## src/rtl/intp_arb.sv

```systemverilog
// Interrupt arbiter: picks the highest-priority eligible source, requests the CPU,
// pulses a clear back to the interrupt manager on accept and holds until end-of-interrupt.
module intp_arb #(
    parameter int unsigned SRC_NUM = 8,
    parameter int unsigned ID_W    = 3
) (
    input  logic                   clk,
    input  logic                   rst_n,
    input  logic [SRC_NUM-1:0]     intp_sig_stat,
    input  logic [SRC_NUM-1:0]     intp_sig_mask,
    input  logic [2*SRC_NUM-1:0]   intp_prio,
    output logic                   irq_req,
    output logic [ID_W-1:0]        irq_id,
    input  logic                   irq_ack,
    input  logic                   irq_eoi,
    output logic [SRC_NUM-1:0]     intp_sig_clr,
    output logic                   busy
);

    localparam logic [1:0] ST_IDLE = 2'd0;
    localparam logic [1:0] ST_ARB  = 2'd1;
    localparam logic [1:0] ST_REQ  = 2'd2;
    localparam logic [1:0] ST_SERV = 2'd3;

    logic [1:0]         state_q, state_d;
    logic [ID_W-1:0]    id_q, id_d;
    logic               req_q, req_d;
    logic [SRC_NUM-1:0] clr_q, clr_d;

    logic [SRC_NUM-1:0] elig;
    logic               any_elig;
    logic [SRC_NUM-1:0] id_onehot;
    logic               cur_elig;

    logic [ID_W-1:0]    win_id;
    logic [1:0]         win_prio;
    logic               win_found;

    assign elig     = intp_sig_stat & ~intp_sig_mask;
    assign any_elig = |elig;

    // Ascending scan with strict '>' keeps the lowest index on priority ties.
    always_comb begin
        win_id    = '0;
        win_prio  = '0;
        win_found = 1'b0;
        for (int unsigned i = 0; i < SRC_NUM; i++) begin
            if (elig[i] && (!win_found || (intp_prio[2*i +: 2] > win_prio))) begin
                win_found = 1'b1;
                win_prio  = intp_prio[2*i +: 2];
                win_id    = ID_W'(i);
            end
        end
    end

    always_comb begin
        id_onehot = '0;
        for (int unsigned i = 0; i < SRC_NUM; i++) begin
            id_onehot[i] = (id_q == ID_W'(i));
        end
    end

    assign cur_elig = |(elig & id_onehot);

    always_comb begin
        state_d = state_q;
        id_d    = id_q;
        clr_d   = '0;
        case (state_q)
            ST_IDLE: begin
                if (any_elig) begin
                    state_d = ST_ARB;
                end
            end
            ST_ARB: begin
                if (win_found) begin
                    id_d    = win_id;
                    state_d = ST_REQ;
                end else begin
                    state_d = ST_IDLE;
                end
            end
            ST_REQ: begin
                // Accept takes precedence over a simultaneous withdrawal.
                if (irq_ack) begin
                    state_d = ST_SERV;
                    clr_d   = id_onehot;
                end else if (!cur_elig) begin
                    state_d = ST_IDLE;
                end
            end
            ST_SERV: begin
                if (irq_eoi) begin
                    state_d = ST_IDLE;
                end
            end
            default: state_d = ST_IDLE;
        endcase
        req_d = (state_d == ST_REQ);
    end

    always_ff @(posedge clk or negedge rst_n) begin
        if (!rst_n) begin
            state_q <= ST_IDLE;
            id_q    <= '0;
            req_q   <= 1'b0;
            clr_q   <= '0;
        end else begin
            state_q <= state_d;
            id_q    <= id_d;
            req_q   <= req_d;
            clr_q   <= clr_d;
        end
    end

    assign irq_req      = req_q;
    assign irq_id       = id_q;
    assign intp_sig_clr = clr_q;
    assign busy         = (state_q != ST_IDLE);

endmodule

```

## config.mk

```make
export PLATFORM = sky130hd
export DESIGN_NAME = intp_arb
export DESIGN_NICKNAME = d
export VERILOG_FILES = /design/src/rtl/intp_arb.sv
export SDC_FILE = /design/constraint.sdc
export NUM_CORES = 1
export LEC_CHECK = 0
export CORE_MARGIN = 1
export CORE_UTILIZATION = 35
export DETAILED_ROUTE_END_ITERATION = 8
export HOLD_SLACK_MARGIN = 0.15
export PLACE_DENSITY = 0.69
export SLEW_MARGIN = 15
export SYNTH_ARGS = -nofsm -noshare
export SYNTH_HDL_FRONTEND = slang
export SYNTH_SLANG_ARGS = --single-unit
```

## constraint.sdc

```tcl
create_clock -name clk -period 1.6 [get_ports clk]
set_clock_uncertainty 0.2 [all_clocks]
set_input_delay 0.4 -clock clk [delete_from_list [all_inputs] [get_ports clk]]
set_output_delay 0.4 -clock clk [all_outputs]
set_load 0.1 [all_outputs]
```

==> run summary, run 1 <==
outcome: finished, violations left
failing checks: negative setup slack
Clock Path Buffers: 2
Avg Cell Area, Syn: 8.058 um2
family with the most delay on the worst path: compound AO/OA/AOI/OAI gates
Synth Instances: 159
CP most frequent cell: ha_4
ranking of synthesized cells by area: dfrtp_1, ha_1, nor2_1
Critical Path AT: 8.00 ns
syn nets: 205
post-layout util: 84.32%
global-route wire length before repair: 7541 um
antenna cells: 0
critical path launch point type: input pin
leading cell types by count after synthesis: nor2_1, dfrtp_1, nand2_1
CP max FO: 4
top-count cell post-synth: nor2_1
Initial Util: 37.51%
M2 GR Usage: 49.86%
RR Endpoint: state_q[1]
row cnt: 21
Layout Cells excl Fill: 334
io pins: 49
M1 GR Usage: 23.70%
number of synthesized register bits: 14
max frequency: 0.1245 GHz
Main synth FF type: dfrtp_1
Hold Vio Cnt, Final: 0
Post-synth EDFFs: 0
hpwl dp: 3333 um
pin count of the biggest net entering global routing: 15
grt ovf: 0
TritonCTS clock tree: built
filler cell count in the final layout: 202
initial antenna violation count: 0
cell accounting for the most synthesized area: dfrtp_1
WL per Instance: 14.61 um
Cell Pwr Density: 1135 nW/um2
Root Driver: clkbuf_4
# port buffers: 48
R2R Setup Slk: -0.18 ns
RR Startpoint: irq_id[0]
worst r2r path cells: 6
placed insts: 304
CP peak stage delay: 0.34 ns
final net count: 335
final setup vio count: 9
Min-Delay Path Class: input pin to async pin
Die Wd: 62.51 um
async set-reset flop share out of synthesis: 100.0%
drt first pass iters: 4
via count: 1689
Rel. slew slack: 73.70%
drt initial violations: 33
Clock Pin Slew Worst Setup and Hold Paths: 0.08 ns
placed inst area: 2461 um2
WP data required: 1.57 ns
Mapped Area: 1281 um2
slowest CP cell: o41ai_4
clk_lat worst skew: 0.28 ns
core area: 3416 um2
met3 usage: 4.380%
area occupied by multi-input gates: 1164 um2
worst setup margin: -6.430 ns
final instance area: 2880 um2
unrepaired setup endpoints after global routing: yes
worst-margin pin slew: 0.3911 ns
die area: 3907 um2
kind of critical path: input pin to flop
Area Growth Syn to Fin: 124.8%
Die Span Y: 62.51 um
DRC viols: 0
Seq/Total Area, Yosys: 27.34%
Crit. End Element: flop
Yosys cell types: 43
Tcrit/Tclk final: 501.9%
top-area cell type share of the netlist area: 27.34%
Buffers & Inverters on Critical Path: 2
Vias/cell: 5.057
CTS H-Tree Depth: 1
total clock buffers created by CTS: 3
Syn. warnings: 0
busiest grt layer: met2
CTS Hold Bufs: 0
VDD IR max: 1217 uV
antenna-violating nets left: 0
GP Congestion: 0.8027
DRT Wirelength: 4879 um
layout cells sized above 1: 51.39%
FF/Latch Area: 352.8 um2
max-cap violations: 0
max-slew violations: 0
CTS sink cnt: 14
final period demand of the worst path: 8.030 ns
number of global-route vias before repair: 1845
GRT Total Usage: 24.17%
LEAKAGE: 1.315 nW
cell type report:
cell class,count,share of cell area (%)
Multi-Input combinational cell,132,40.40
Inverter,11,1.434
Clock buffer,4,1.260
Tap cell,46,1.998
Timing Repair Buffer,127,42.66
Sequential cell,14,12.25
power by group:
part,total (mW),leakage [nW],internal (mW),switching (mW)
sequential,0.547,0.180,0.450,0.0971
combinational,2.47,1.11,1.19,1.28
clock,0.254,0.0210,0.138,0.115
kinds of logic after synthesis:
logic type	after synthesis	share of synthesized area, %
AND/OR/NAND/NOR	75	30.27
buffers and inverters	13	3.809
multiplexers	4	3.808
flip-flops	14	27.34
AO/OA/AOI/OAI	43	25.00
adder cells (fa/ha/maj)	10	9.766
sequential cells by signal, indices dropped and copies added, names as in the netlist:
name          flops
irq_req           1
state_q           2
irq_id            3
intp_sig_clr      8
worst max path at each step:
stage                      to              from  depth (start not counted)  slack, ns
floorplan           irq_id[2]  intp_sig_stat[0]                         41      -6.46
global placement    irq_id[2]  intp_sig_stat[0]                         41      -6.99
detailed placement  irq_id[2]  intp_sig_stat[0]                         41      -7.27
CTS                 irq_id[2]  intp_sig_mask[0]                         41      -6.46
global route        irq_id[2]  intp_sig_mask[0]                         41      -6.73
finish              irq_id[2]  intp_sig_mask[0]                         41      -6.43
per-layer routing:
metal,share of wire [%],wire (um),vias to the layer above
met3,3.5,170,8
met1,38,1842,805
met2,57,2787,47
met5,0,0,-
met4,1.6,78,0
li1,-,-,829
through the flow:
stage / setup TNS, ns / hold WS [ns] / setup slack (ns) / power, mW
6_report: -21.99 / 0.2271 / -6.430 / 3.270
5_1_grt: -23.28 / 0.2338 / -6.734 / 3.459
4_1_cts: -21.88 / 0.2223 / -6.456 / 3.087
3_5_place_dp: -25.81 / 0.4260 / -7.274 / 2.558
3_3_place_gp: -24.75 / 0.4008 / -6.987 / 2.508
2_1_floorplan: -21.03 / -0.09559 / -6.464 / 1.704
cell usage in the layout, fill, tap and decap left out, types with 4 or more instances in the layout:
cell type and count:
a21oi_2 4, buf_12 13, ha_4 8, buf_4 73
o21ai_0 4, inv_1 9, clkdlybuf4s50_1 29, nand2_1 8
nand2b_1 8, nor3_1 4, dfrtp_1 12, buf_6 7
a21oi_1 5, nor2_1 17, a21o_1 4, nor2b_1 6
what timing repair did:
item | CTS | global route
setup endpoints to repair | 10 | 10
pin swaps | 32 | 25
setup buffers | 18 | 8
gates resized for setup | 37 | 17
No activity file was read; power rests on OpenSTA's default activity.
==> run 2, diff against run 1 <==
Settings changed: GPL_TIMING_DRIVEN set to 0.
==> run 2 against run 1 <==
Net effect:
- the flow still finishes with violations (negative setup slack)
- cell area decreased by 16%
- die area unchanged
- first-iteration DRC count increased by 12%
- setup slack got worse by 0.070 ns
- total power decreased by 14%
- critical path depth increased by 1
- via count decreased by 8.4%
- critical endpoint is now irq_id[0]
==> run summary, run 2 (same netlist as run 1, synthesis figures left out) <==
io pins: 49 (unchanged)
die area: 3907 um2 (unchanged)
placed inst area: 1941 um2 (-21%)
Die Span Y: 62.51 um (unchanged)
CP most frequent cell: ha_4
CP peak stage delay: 0.34 ns (about the same)
Vias/cell: 5.316 (+5.1%)
Clock Path Buffers: 2 (unchanged)
Cell Pwr Density: 1164 nW/um2 (+2.5%)
via count: 1547 (-8.4%)
max-slew violations: 0 (unchanged)
drt initial violations: 37 (+12%)
total clock buffers created by CTS: 3 (unchanged)
setup tns final: -21.35 ns (+0.6356 ns)
drt first pass iters: 4 (unchanged)
GP Congestion: 0.8039 (+0.15%)
Tcrit/Tclk final: 506.2% (+4.4 points)
number of global-route vias before repair: 1675 (-9.2%)
R2R Setup Slk: -0.45 ns (-0.27 ns)
Hold Slack: 0.2876 ns (+0.06048 ns)
DRT Wirelength: 4277 um (-12%)
Rel. slew slack: 59.52% (-14 points)
Critical Path AT: 8.11 ns (+0.11 ns)
number of flip-flops in the largest register: 8 (unchanged)
antenna-violating nets left: 0 (unchanged)
# port buffers: 48 (unchanged)
pin count of the biggest net entering global routing: 15 (unchanged)
failing checks: negative setup slack
RR Startpoint: irq_id[1]
hpwl dp: 2874 um (-14%)
max-cap violations: 0 (unchanged)
initial antenna violation count: 0 (unchanged)
Area Growth Syn to Fin: 88.96%
final period demand of the worst path: 8.100 ns (+0.06988 ns)
final net count: 292 (-13%)
Initial Util: 37.51% (unchanged)
final setup vio count: 7 (-2)
LEAKAGE: 1.089 nW (-17%)
CTS H-Tree Depth: 1 (unchanged)
leading cell type in the layout, fill and taps excluded: buf_4
FF/Latch Area: 354.1 um2 (+0.35%)
worst r2r path cells: 8 (+2)
grt ovf: 0 (unchanged)
final instance area: 2421 um2 (-16%)
most frequent cells in the layout: buf_4, clkdlybuf4s50_1, nor2_1, dfrtp_1
Hold Vio Cnt, Final: 0 (unchanged)
worst setup margin: -6.500 ns (-0.06988 ns)
DRC viols: 0 (unchanged)
kind of critical path: input pin to flop
global-route wire length before repair: 7072 um (-6.2%)
TritonCTS clock tree: built
row cnt: 21 (unchanged)
Die Wd: 62.51 um (unchanged)
WP data required: 1.61 ns (+0.04 ns)
worst-margin pin slew: 0.6053 ns (+0.2141 ns)
RR Endpoint: irq_req
CTS sink cnt: 14 (unchanged)
antenna cells: 0 (unchanged)
slowest CP cell: o41ai_4
Clock Pin Slew Worst Setup and Hold Paths: 0.08 ns (about the same)
WL per Instance: 14.70 um (+0.61%)
max frequency: 0.1235 GHz (-0.86%)
CTS Hold Bufs: 0 (unchanged)
Min-Delay Path Class: input pin to async pin
layout cells sized above 1: 43.27% (-8.1 points)
filler cell count in the final layout: 257 (+27%)
outcome: finished, violations left
CP max FO: 5 (+1)
core area: 3416 um2 (unchanged)
Crit. End Element: flop
area occupied by multi-input gates: 1181 um2 (+1.5%)
clk_lat worst skew: 0.28 ns (about the same)
unrepaired setup endpoints after global routing: yes
critical path launch point type: input pin
GRT Total Usage: 22.25% (-1.9 points)
Root Driver: clkbuf_4
VDD IR max: 759.4 uV (-38%)
-- run 2: changes by cell type in the layout (fill, tap and decap cells not counted), moves of 2 or more --
cell,change
buf_4,-32
buf_12,-11
a21oi_2,-3
a21oi_1,+2
buf_6,-2
clkbuf_1,+2
nand2_1,-2
nand2_4,+2
-- run 2: where the power goes --
| part | internal [mW] | switching, mW | total [mW] | leakage [nW] |
|---|---|---|---|---|
| combinational | 0.830 | 1.21 | 2.04 | 0.889 |
| sequential | 0.451 | 0.0658 | 0.517 | 0.180 |
| clock | 0.139 | 0.119 | 0.258 | 0.0210 |
-- run 2: timing repair --
action,CTS,global route
endpoints found under the setup margin,19,8
pin swaps,31,27
buffers inserted,24,10
hold endpoints to repair,0,0
resized for setup,120,25
-- run 2: worst max path at each step --
stage | from | end | slack, ns | depth (start not counted)
after CTS | intp_sig_mask[0] | irq_id[2] | -6.49 | 40
after floorplan | intp_sig_stat[0] | irq_id[2] | -6.46 | 41
after detailed placement | intp_sig_stat[0] | irq_id[2] | -7.61 | 41
after global placement | intp_sig_stat[0] | irq_id[2] | -7.45 | 41
final | intp_prio[3] | irq_id[0] | -6.50 | 42
after global routing | intp_sig_mask[0] | irq_id[0] | -6.76 | 44
-- run 2: area by class of cell --
type                            instances  area share, %
Multi-Input combinational cell        132          48.79
Timing Repair Buffer                   82          30.70
Inverter                               11          1.705
Sequential cell                        14          14.63
Clock buffer                            4          1.499
Tap cell                               46          2.377
Buffer                                  2         0.3101
-- run 2: critical path: cells and delay by family --
kind                     cells  cell delay, ns
AO/OA/AOI/OAI               18            3.26
buffers and inverters        3            0.52
multiplexers                 3            0.97
adder cells (fa/ha/maj)      7            1.77
AND/OR/NAND/NOR             11            1.15
-- run 2: stage by stage --
stage	cells	utilization (%)	total power, mW	worst slack, ns
6_report	291	70.88	2.817	-6.500
5_1_grt	291	70.88	2.984	-6.761
4_1_cts	281	66.19	2.637	-6.490
3_5_place_dp	253	56.81	2.104	-7.613
3_3_place_gp	253	56.81	2.069	-7.448
2_1_floorplan	159	-	1.704	-6.464
-- run 2: routing by layer --
layer  routed length, um  track usage (%)  vias to the layer above  share of wire, %
li1                    -                -                      740                 -
met2                2294            44.29                       53                54
met5                   0                0                        -                 0
met1                1635            23.08                      738                38
met3                 217            4.197                       16               5.1
met4                 130            6.395                        0               3.0
==> run 3, diff against run 2 <==
Settings changed: CELL_PAD_IN_SITES_DETAIL_PLACEMENT set to 0, CELL_PAD_IN_SITES_GLOBAL_PLACEMENT set to 2, CORE_UTILIZATION 35 to 22, CTS_CLUSTER_SIZE set to 25, PLACE_DENSITY 0.69 to unset, PLACE_DENSITY_LB_ADDON set to 0.1, REMOVE_ABC_BUFFERS set to 1.
==> run 3 against run 2 <==
Net effect:
- the run still ends with negative setup slack left
- non-clock buffer count down 7
- sequential power up 13%
- core utilization down 28 points
- clock power up 28%
- global-route usage down 9.3 points
- setup slack worse by 0.069 ns
- sequential share of layout area up 0.10 points
- clock-buffer cell count unchanged
- combinational power down 8%
- largest cell class unchanged
==> run summary, run 3 (same netlist as run 1, synthesis figures left out) <==
final instance area: 2396 um2 (-1.0%)
failing checks: negative setup slack
kind of critical path: input pin to flop
final period demand of the worst path: 8.169 ns (+0.06865 ns)
Rel. slew slack: 59.88% (+0.36 points)
Area Growth Syn to Fin: 87.01%
number of global-route vias before repair: 1433 (-14%)
total clock buffers created by CTS: 3 (unchanged)
DRC viols: 0 (unchanged)
R2R Setup Slk: -0.16 ns (+0.29 ns)
outcome: finished, violations left
placed inst area: 1844 um2 (-5.0%)
TritonCTS clock tree: built
CTS Hold Bufs: 0 (unchanged)
critical path launch point type: input pin
# port buffers: 48 (unchanged)
Crit. Startpoint: intp_sig_stat[0]
grt ovf: 0 (unchanged)
RR Endpoint: state_q[1]
antenna-violating nets left: 0 (unchanged)
final setup vio count: 8 (+1)
Tcrit/Tclk final: 510.5% (+4.3 points)
Vias/cell: 4.706 (-11%)
drt first pass iters: 4 (unchanged)
VDD IR max: 604.3 uV (-20%)
Clock Path Buffers: 2 (unchanged)
Cell Pwr Density: 1167 nW/um2 (+0.25%)
Crit. End Element: flop
CP most frequent cell: ha_4
Root Driver: clkbuf_8
hpwl dp: 2877 um (about the same)
Die Wd: 78.32 um (+25%)
layout cells sized above 1: 40.76% (-2.5 points)
DRT Wirelength: 3962 um (-7.4%)
core area: 5574 um2 (+63%)
LEAKAGE: 1.082 nW (-0.69%)
CTS sink cnt: 14 (unchanged)
Critical Path AT: 8.13 ns (+0.02 ns)
drt initial violations: 35 (-5.4%)
Hold Vio Cnt, Final: 0 (unchanged)
Die Span Y: 78.32 um (+25%)
WP data required: 1.56 ns (-0.05 ns)
worst-margin pin slew: 0.5999 ns (-0.005372 ns)
pin count of the biggest net entering global routing: 15 (unchanged)
GP Congestion: 0.7180 (-11%)
Initial Util: 22.99% (-15 points)
Buffers & Inverters on Critical Path: 3 (unchanged)
number of flip-flops in the largest register: 8 (unchanged)
CP peak stage delay: 0.36 ns (+0.02 ns)
slowest CP cell: o41ai_4
RR Startpoint: irq_id[2]
die area: 6133 um2 (+57%)
io pins: 49 (unchanged)
global-route wire length before repair: 6382 um (-9.8%)
CP max FO: 4 (-1)
Clock Pin Slew Worst Setup and Hold Paths: 0.06 ns (-0.02 ns)
antenna cells: 0 (unchanged)
most frequent cells in the layout: buf_4, clkdlybuf4s50_1, nor2_1, dfrtp_1
CTS H-Tree Depth: 1 (unchanged)
final net count: 285 (-2.4%)
initial antenna violation count: 0 (unchanged)
unrepaired setup endpoints after global routing: yes
GRT Total Usage: 12.91% (-9.3 points)
max frequency: 0.1224 GHz (-0.84%)
post-layout util: 42.99% (-28 points)
worst setup margin: -6.569 ns (-0.06865 ns)
row cnt: 27 (+29%)
family with the most delay on the worst path: compound AO/OA/AOI/OAI gates
worst r2r path cells: 6 (-2)
clk_lat worst skew: 0.24 ns (-0.04 ns)
max-slew violations: 0 (unchanged)
leading cell type in the layout, fill and taps excluded: buf_4
Min-Delay Path Class: input pin to async pin
max-cap violations: 0 (unchanged)
WL per Instance: 12.78 um (-13%)
via count: 1459 (-5.7%)
==> run 3: cell count changes in the layout (fill, tap and decap cells not counted), moves of 3 or more <==
cell,before,now
buf_2,0,3
buf_4,41,29
clkbuf_4,3,6
clkbuf_8,1,4
clkdlybuf4s15_1,0,3
clkdlybuf4s50_1,28,25
dlymetal6s2s_1,1,4
o21ai_1,2,5
==> run 3: power by group <==
part / leakage, nW / switching (mW) / internal [mW]
clock network: 0.0288 / 0.114 / 0.217
logic: 0.872 / 1.10 / 0.779
registers: 0.180 / 0.134 / 0.450
total: 1.08 / 1.35 / 1.45
==> run 3: metal layers <==
layer  vias up  share of wire (%)  global-route usage [%]
met1       687                 45                   16.62
met3         0                4.7                   2.674
met2        43                 51                   22.89
met5         -                  0                       0
met4         0                  0                   1.111
li1        729                  -                       -
==> run 3: per-stage QoR <==
step | power [mW] | std cells | setup TNS, ns | hold slack (ns) | setup slack [ns]
floorplan | 1.624 | 157 | -22.93 | -0.09559 | -7.020
global placement | 2.015 | 277 | -35.78 | 0.4100 | -8.398
detailed placement | 2.024 | 277 | -35.82 | 0.4280 | -8.379
CTS | 2.652 | 304 | -21.68 | 0.3622 | -6.503
global route | 2.963 | 310 | -22.52 | 0.3990 | -6.914
finish | 2.795 | 310 | -21.10 | 0.3415 | -6.569
==> run 3: worst max-delay path by stage <==
stage | end | slack, ns | cells after the start
6_report | irq_id[0] | -6.57 | 44
5_1_grt | irq_id[2] | -6.91 | 41
4_1_cts | irq_id[2] | -6.50 | 42
3_5_place_dp | irq_id[2] | -8.38 | 41
3_3_place_gp | irq_id[2] | -8.40 | 41
2_1_floorplan | irq_id[2] | -7.02 | 40
==> run 3: final cells by class <==
type	count	area, um2
timing repair buffer	77	696.9
multi-input combinational	132	1160
inverter	11	41.29
tap	72	90.09
clock buffer	4	55.05
sequential	14	352.8
fill	574	3178
==> run 3: what timing repair did <==
item,4_1_cts,5_1_grt
gates resized for setup,131,33
endpoints found under the setup margin,19,16
buffers inserted,23,6
pin swaps,38,33
